**src/rtl/alu_sequencer.sv**
```systemverilog
// alu_sequencer: fetch/decode/execute controller for the Salamander-4 ALU.
// Sequences an external ALU against a single accumulator, owns PC, C/Z flags
// and a one-entry return register, and performs LD/ST over a req/ack port.
// Ports:
//   CLK, RST                 clock (rising edge), synchronous active-high reset
//   run                      allow leaving FETCH
//   imem_addr / imem_data    synchronous program ROM (data one cycle after addr)
//   mem_*                    data-memory request/ack port
//   alu_*                    external ALU interface (alu_ce/alu_op/operands out,
//                            alu_result/alu_carry_out in)
//   acc, carry_flag,
//   zero_flag                architectural registers
//   halted, retire           status: in HALT / one pulse per completed instruction
module alu_sequencer #(
  parameter int unsigned SIZE = 8,
  parameter int unsigned PC_W = 8
) (
  input  logic              CLK,
  input  logic              RST,
  input  logic              run,
  output logic [PC_W-1:0]   imem_addr,
  input  logic [4+SIZE-1:0] imem_data,
  output logic              mem_req,
  output logic              mem_we,
  output logic [SIZE-1:0]   mem_addr,
  output logic [SIZE-1:0]   mem_wdata,
  input  logic [SIZE-1:0]   mem_rdata,
  input  logic              mem_ack,
  output logic              alu_ce,
  output logic [3:0]        alu_op,
  output logic [SIZE-1:0]   alu_left,
  output logic [SIZE-1:0]   alu_right,
  output logic              alu_carry_in,
  input  logic              alu_carry_out,
  input  logic [SIZE-1:0]   alu_result,
  output logic [SIZE-1:0]   acc,
  output logic              carry_flag,
  output logic              zero_flag,
  output logic              halted,
  output logic              retire
);

  localparam int unsigned IW = 4 + SIZE;

  localparam logic [3:0] OP_SHR = 4'h9;
  localparam logic [3:0] OP_LD  = 4'hA;
  localparam logic [3:0] OP_ST  = 4'hB;
  localparam logic [3:0] OP_JMP = 4'hC;
  localparam logic [3:0] OP_RTN = 4'hD;
  localparam logic [3:0] OP_HLT = 4'hE;
  localparam logic [3:0] OP_NOP = 4'hF;

  typedef enum logic [2:0] {
    S_FETCH,
    S_DECODE,
    S_EXEC,
    S_MEM,
    S_HALT
  } state_t;

  state_t          state, state_n;
  logic [PC_W-1:0] pc, pc_n, ra, ra_n;
  logic            ra_valid, ra_valid_n;
  logic [IW-1:0]   ir, ir_n;
  logic [SIZE-1:0] acc_n;
  logic            c_n, z_n;

  logic [3:0]      opcode;
  logic [SIZE-1:0] imm;
  logic [PC_W-1:0] pc_inc;

  assign opcode = ir[IW-1:SIZE];
  assign imm    = ir[SIZE-1:0];
  assign pc_inc = pc + PC_W'(1);

  // Datapath-facing outputs that are pure wiring of registers
  assign imem_addr    = pc;
  assign mem_addr     = imm;
  assign mem_wdata    = acc;
  assign alu_left     = acc;
  assign alu_carry_in = carry_flag;
  assign halted       = (state == S_HALT);

  // State and architectural registers
  always_ff @(posedge CLK) begin
    if (RST) begin
      state      <= S_FETCH;
      pc         <= '0;
      ir         <= '0;
      acc        <= '0;
      carry_flag <= 1'b0;
      zero_flag  <= 1'b0;
      ra         <= '0;
      ra_valid   <= 1'b0;
    end else begin
      state      <= state_n;
      pc         <= pc_n;
      ir         <= ir_n;
      acc        <= acc_n;
      carry_flag <= c_n;
      zero_flag  <= z_n;
      ra         <= ra_n;
      ra_valid   <= ra_valid_n;
    end
  end

  // Next-state, register updates and cycle-level control outputs
  always_comb begin
    state_n    = state;
    pc_n       = pc;
    ir_n       = ir;
    acc_n      = acc;
    c_n        = carry_flag;
    z_n        = zero_flag;
    ra_n       = ra;
    ra_valid_n = ra_valid;
    alu_ce     = 1'b0;
    alu_op     = OP_NOP;
    alu_right  = imm;
    mem_req    = 1'b0;
    mem_we     = 1'b0;
    retire     = 1'b0;

    unique case (state)
      S_FETCH: begin
        if (run) state_n = S_DECODE;
      end

      S_DECODE: begin
        ir_n    = imem_data;
        state_n = S_EXEC;
      end

      S_EXEC: begin
        if (opcode <= OP_SHR) begin
          alu_ce  = 1'b1;
          alu_op  = opcode;
          acc_n   = alu_result;
          c_n     = alu_carry_out;
          z_n     = (alu_result == '0);
          pc_n    = pc_inc;
          retire  = 1'b1;
          state_n = S_FETCH;
        end else begin
          unique case (opcode)
            OP_LD, OP_ST: state_n = S_MEM;
            OP_JMP: begin
              ra_n       = pc_inc;
              ra_valid_n = 1'b1;
              pc_n       = PC_W'(imm);
              retire     = 1'b1;
              state_n    = S_FETCH;
            end
            OP_RTN: begin
              // Empty return register degrades RTN to NOP
              if (ra_valid) begin
                pc_n       = ra;
                ra_valid_n = 1'b0;
              end else begin
                pc_n = pc_inc;
              end
              retire  = 1'b1;
              state_n = S_FETCH;
            end
            OP_HLT: begin
              retire  = 1'b1;
              state_n = S_HALT;
            end
            default: begin
              pc_n    = pc_inc;
              retire  = 1'b1;
              state_n = S_FETCH;
            end
          endcase
        end
      end

      S_MEM: begin
        mem_req = 1'b1;
        mem_we  = (opcode == OP_ST);
        if (mem_ack) begin
          alu_ce = 1'b1;
          alu_op = opcode;
          // Loaded data reaches ACC through the ALU pass path; C is preserved
          if (opcode == OP_LD) begin
            alu_right = mem_rdata;
            acc_n     = alu_result;
            z_n       = (alu_result == '0);
          end
          pc_n    = pc_inc;
          retire  = 1'b1;
          state_n = S_FETCH;
        end
      end

      S_HALT: state_n = S_HALT;

      default: state_n = S_FETCH;
    endcase
  end

endmodule

```
**config.mk**
```make
export PLATFORM = sky130hd
export DESIGN_NAME = alu_sequencer
export DESIGN_NICKNAME = d
export VERILOG_FILES = /design/src/rtl/alu_sequencer.sv
export SDC_FILE = /design/constraint.sdc
export NUM_CORES = 1
export LEC_CHECK = 0
export CORE_UTILIZATION = 44
export DETAILED_ROUTE_END_ITERATION = 7
export PLACE_DENSITY = 0.8
export SLEW_MARGIN = 15
export SYNTH_ARGS = -nofsm -noshare
export SYNTH_HDL_FRONTEND = slang
export SYNTH_SLANG_ARGS = --single-unit
```
**constraint.sdc**
```tcl
create_clock -name CLK -period 2.15 [get_ports CLK]
set_input_delay 0.43 -clock CLK [delete_from_list [all_inputs] [get_ports CLK]]
set_output_delay 0.43 -clock CLK [all_outputs]
set_load 0.01 [all_outputs]
```
# Yosys cells after proc, flatten, opt, wreduce, memory -nomap -nowiden
# Index checks and enable logic that the tools add are counted.
# op_classes
order_cmp	1
addsub	1
mux	33
n_reduce_logical	12
eq_ne	14
div_mod_pow	0
mul	0
shift	0
bitwise	1
# ops
cell	n
$mux W8	9
$pmux W8 S2	2
$pmux W8 S3	1
$eq A4 B4 Y1 const B	5
$pmux W3 S5	1
$mux W1	9
$mux W3	3
$reduce_and A3 Y1	3
$add A8 B1 Y8 const B	1
$logic_not A8 Y1	1
$mux W4	2
$ne A2 B2 Y1 const B	4
$pmux W1 S2	4
$pmux W4 S2	1
$eq A3 B2 Y1 const B	2
$pmux W3 S2	1
$le A4 B4 Y1 const B	1
$reduce_and A2 Y1	2
$reduce_and A4 Y1	1
$reduce_bool A2 Y1	2
$eq A3 B1 Y1 const B	1
$eq A3 B3 Y1 const B	1
$logic_not A3 Y1	1
$ne A3 B3 Y1 const B	1
3 further kinds	3
# totals
latchBits	0
elab_cells	70
output_inout_bits	60
ramBits	0
input_bits	33
n_memories	0
rom_bits	0
ff_bits	42

# Depth between registers and ports, before layout
# Gate-level depths: netlist of run 1.
# depth
depth_word	5
mapped_depth	7
ltp_nobuf	5

# Worst setup path before layout of run 1
# Ideal clock, no wire load.
# synth_timing
path_type	reg2out
start	register state[1]
end	output alu_right[2]
stages_incl_launch_ff	5
n_path_buf	1
slack_ps	446
arrival_ps	1274
t_required_ps	1720
path_cell_list	dfxtp_1 > buf_4 > and4b_1 > nand3_2 > mux2_1
# synth_between
elab_chain_len	2
# synth_lines
item	line_no	text
start: declaration	61	state_t state, state_n;
start signal: assignment	96	state <= state_n;
$eq A3 B2 Y1	124	unique case (state)
$mux W8	124	
end: declaration	32	output logic [SIZE-1:0] alu_right,
# Every way passes these cells.

# Final worst setup path of run 1
# layout_timing
start	register state[2]
end	output alu_right[3]
# The elaborated chain is that of the path after synthesis.

==> results.toml, run 1 <==
[grt]
grt_usage_pct = 22.44
antenna_found_initial = 0
grt_first_pass_wirelength_um = 10490
grt-ovfl-total = 0
grt_pass1_vias = 2155
grt_max_degree = 36

[timing]
tightestPinTransition_ns = 0.4283
relSlewSlack_pct = 71.45
timing.fmax_mhz = 476.6
finalCritPeriodShare_pct = 97.59
finalSetupTns_ns = 0
slew_viol_final = 0
setup_ws_ns = 0.05177
holdWs_ns = 0.4759
rsz0062_at_grt = "yes"
period_needed_ns = 2.098
fin_skew_ns = 0.005445
hold_viol = 0
setup_violations = 0

[yosys]
synth_top_cell_area_share_pct = 34.04
synth_flop_cell = "dfxtp_1"
synthCells = 270
synth_seq_cells = 42
synthArstFlopShare_pct = 0
synth.most_common_cell = "dfxtp_1"
yosysWarnings = 0
mappedNetlistArea_sq_um = 2470
synth_nets = 304
synth-edff-count = 0
ys_seq_area_share_pct = 34.04
ys_types = 58
yosys.area.top_type = "dfxtp_1"
yosys-top-cells-count = "dfxtp_1, nor2_1, buf_4"
synth.area.top_cells = "dfxtp_1, buf_4, mux2i_1"
synth_area_per_cell_sq_um = 9.148

[power]
seq_power_share_pct = 50.1
switching_power_mw = 0.4341
p_sw_share_pct = 26.33
max-vdd-ir-drop_mv = 0.2635
clock_power_share_pct = 30.6
power_density_nw_per_um2 = 476.5
p_comb_share_pct = 19.3
power_mw = 1.649
cellInternalPower_mw = 1.215
p_leak_nw = 1.358

[cells_and_area]
fin_cells = 426
nFillCells = 457
fin_nets = 389
stdcell_area_sq_um = 3460
drive_gt1_share_pct = 19.66
syn2layout_area_growth_pct = 40.07
post-route-util_pct = 65.65
antenna_cells = 0

[placed_design]
gp_congestion = 0.8178
dpl.hpwl_um = 4919
io_buffers = 92
place_ws_ns = -0.5224
dpl_cell_area_sq_um = 3359
dpl.cell_count = 414

[min_path]
hp-class = "register to register"

[drt]
wl_per_cell_um = 15.52
drt_iter0_drc = 91
drc = 0
dr.pass1.iters = 4
wirelength_um = 6613
ant_nets = 0
viasPerCell = 5.340
vias = 2275

[floorplanning]
start_util_pct = 46.87
die_x_um = 76.92
io_pins = 93
core_area_sq_um = 5270
rows = 26
die_y_um = 76.92
die_area_sq_um = 5917

[clock_tree]
postCtsHoldBufs = 0
cts_tree = "done"
clock_tree.buffer_depth = 2
h-tree-depth = 2
root_buffer = "clkbuf_8"
cts_sinks = 42
cts_made_buffers = 5
clk_latency_ns = 0.29
clkTransAtPathRegs_ns = 0.08

[critical_path]
startpoint_type = "register"
crit_fanout = 4
r2r_setup_slack_ns = 0.37
crit_type = "register to output port"
required_ns = 1.72
cp.arrival_ns = 1.67
worstSetupEndpointType = "output port"

[run]
maxCapViolations = 0

[outcome]
status = "finished, final reports clean"
final cells by class:
class,count,area (sq um),share of cell area [%]
Multi-Input combinational cell,182,1315,38.01
Timing Repair Buffer,120,1114,32.19
Sequential cell,42,842.1,24.34
Tap cell,70,87.58,2.532
Clock buffer,6,72.57,2.098
Inverter,4,15.01,0.4340
Clock inverter,2,13.76,0.3978
registers in the layout (all words and copies together), names as in the netlist:
signal,count
ra,8
ra_valid,1
imem_addr,8
alu_carry_in,1
state,3
zero_flag,1
acc,8
ir,12
cells by family (layout without fill, tap and decap cells):
family                     Yosys count  after routing  synth area share [%]
muxes                               30             30                 12.56
DFF                                 42             42                 34.04
xor gates and xnor gates             3              3                 1.064
buffers and inverters               46            132                 13.22
adders and majority gates            1              1                0.5065
and+or+nand+nor                     94             94                 21.02
AOI/OAI and AO/OA                   54             54                 17.58
critical path, stage by stage, from the launching register on:
cell and delay [ns]:
dfxtp_1 0.33, and4b_2 0.32, nand3_2 0.12, buf_6 0.16, mux2_1 0.31, buf_2 0.14
cells in the final DEF (no fill, tap or decap), types with 2 or more instances in the layout:
| master | netlist | final |
|---|---|---|
| nor2b_1 | 4 | 3 |
| nand3_2 | 2 | 2 |
| a211oi_2 | 6 | 6 |
| a211oi_1 | 4 | 4 |
| nand2b_1 | 2 | 2 |
| dfxtp_1 | 42 | 41 |
| o21ai_0 | 3 | 3 |
| inv_2 | 2 | 2 |
| a32o_1 | 6 | 6 |
| nor3_1 | 5 | 5 |
| buf_6 | 3 | 5 |
| nand2_1 | 18 | 18 |
| o21a_1 | 2 | 2 |
| and3_1 | 2 | 2 |
| nor3b_4 | 2 | 2 |
| and3b_1 | 2 | 2 |
| clkbuf_8 | 0 | 5 |
| nor2_2 | 4 | 4 |
| o32ai_1 | 2 | 2 |
| a311oi_1 | 3 | 3 |
| a32oi_1 | 2 | 2 |
| mux2_1 | 4 | 4 |
| a22oi_1 | 3 | 3 |
| buf_2 | 2 | 8 |
| a2bb2oi_1 | 2 | 2 |
| mux2_2 | 4 | 4 |
| dlygate4sd2_1 | 0 | 7 |
| mux2i_1 | 22 | 22 |
| nor2_1 | 33 | 33 |
| a31oi_1 | 2 | 2 |
| clkdlybuf4s50_1 | 0 | 76 |
| a21oi_1 | 13 | 13 |
| nor4_1 | 4 | 4 |
| buf_4 | 30 | 22 |
| nand3_1 | 4 | 4 |
| xnor2_1 | 2 | 2 |
final timing paths:
kind,startpoint,end,cells after the start
hold / removal,zero_flag,zero_flag,2
setup / recovery,state[2],alu_right[3],5
hold reg to reg,zero_flag,zero_flag,2
setup reg to reg,state[0],imem_addr[6],8
power by group through the flow:
| stage | combinational, mW | sequential, mW | clock [mW] |
|---|---|---|---|
| after detailed placement | 0.320 | 0.844 | 0 |
| after CTS | 0.313 | 0.826 | 0.517 |
| after global placement | 0.316 | 0.842 | 0 |
| after global routing | 0.340 | 0.830 | 0.552 |
| after floorplan | 0.158 | 0.845 | 0 |
| final | 0.318 | 0.826 | 0.505 |
routing by layer:
metal | part of all wire (%) | GRT usage, %
met5 | 0 | 0
met1 | 44 | 27.09
met2 | 51 | 39.73
met4 | 1.5 | 8.269
met3 | 3.8 | 3.452
timing repair:
action                                  in CTS  in global routing
hold endpoints to repair                     0                  0
resized for setup                           46                  4
pin swaps                                    1                  0
endpoints found under the setup margin      16                  5
setup buffers                                1                  3
Power figures use the tool's default switching activity.
==> run 2, diff against run 1 <==
- CAP_MARGIN: default -> 20
==> results of run 2 <==
Final layout, timing and power as in run 1 (identical DEF).
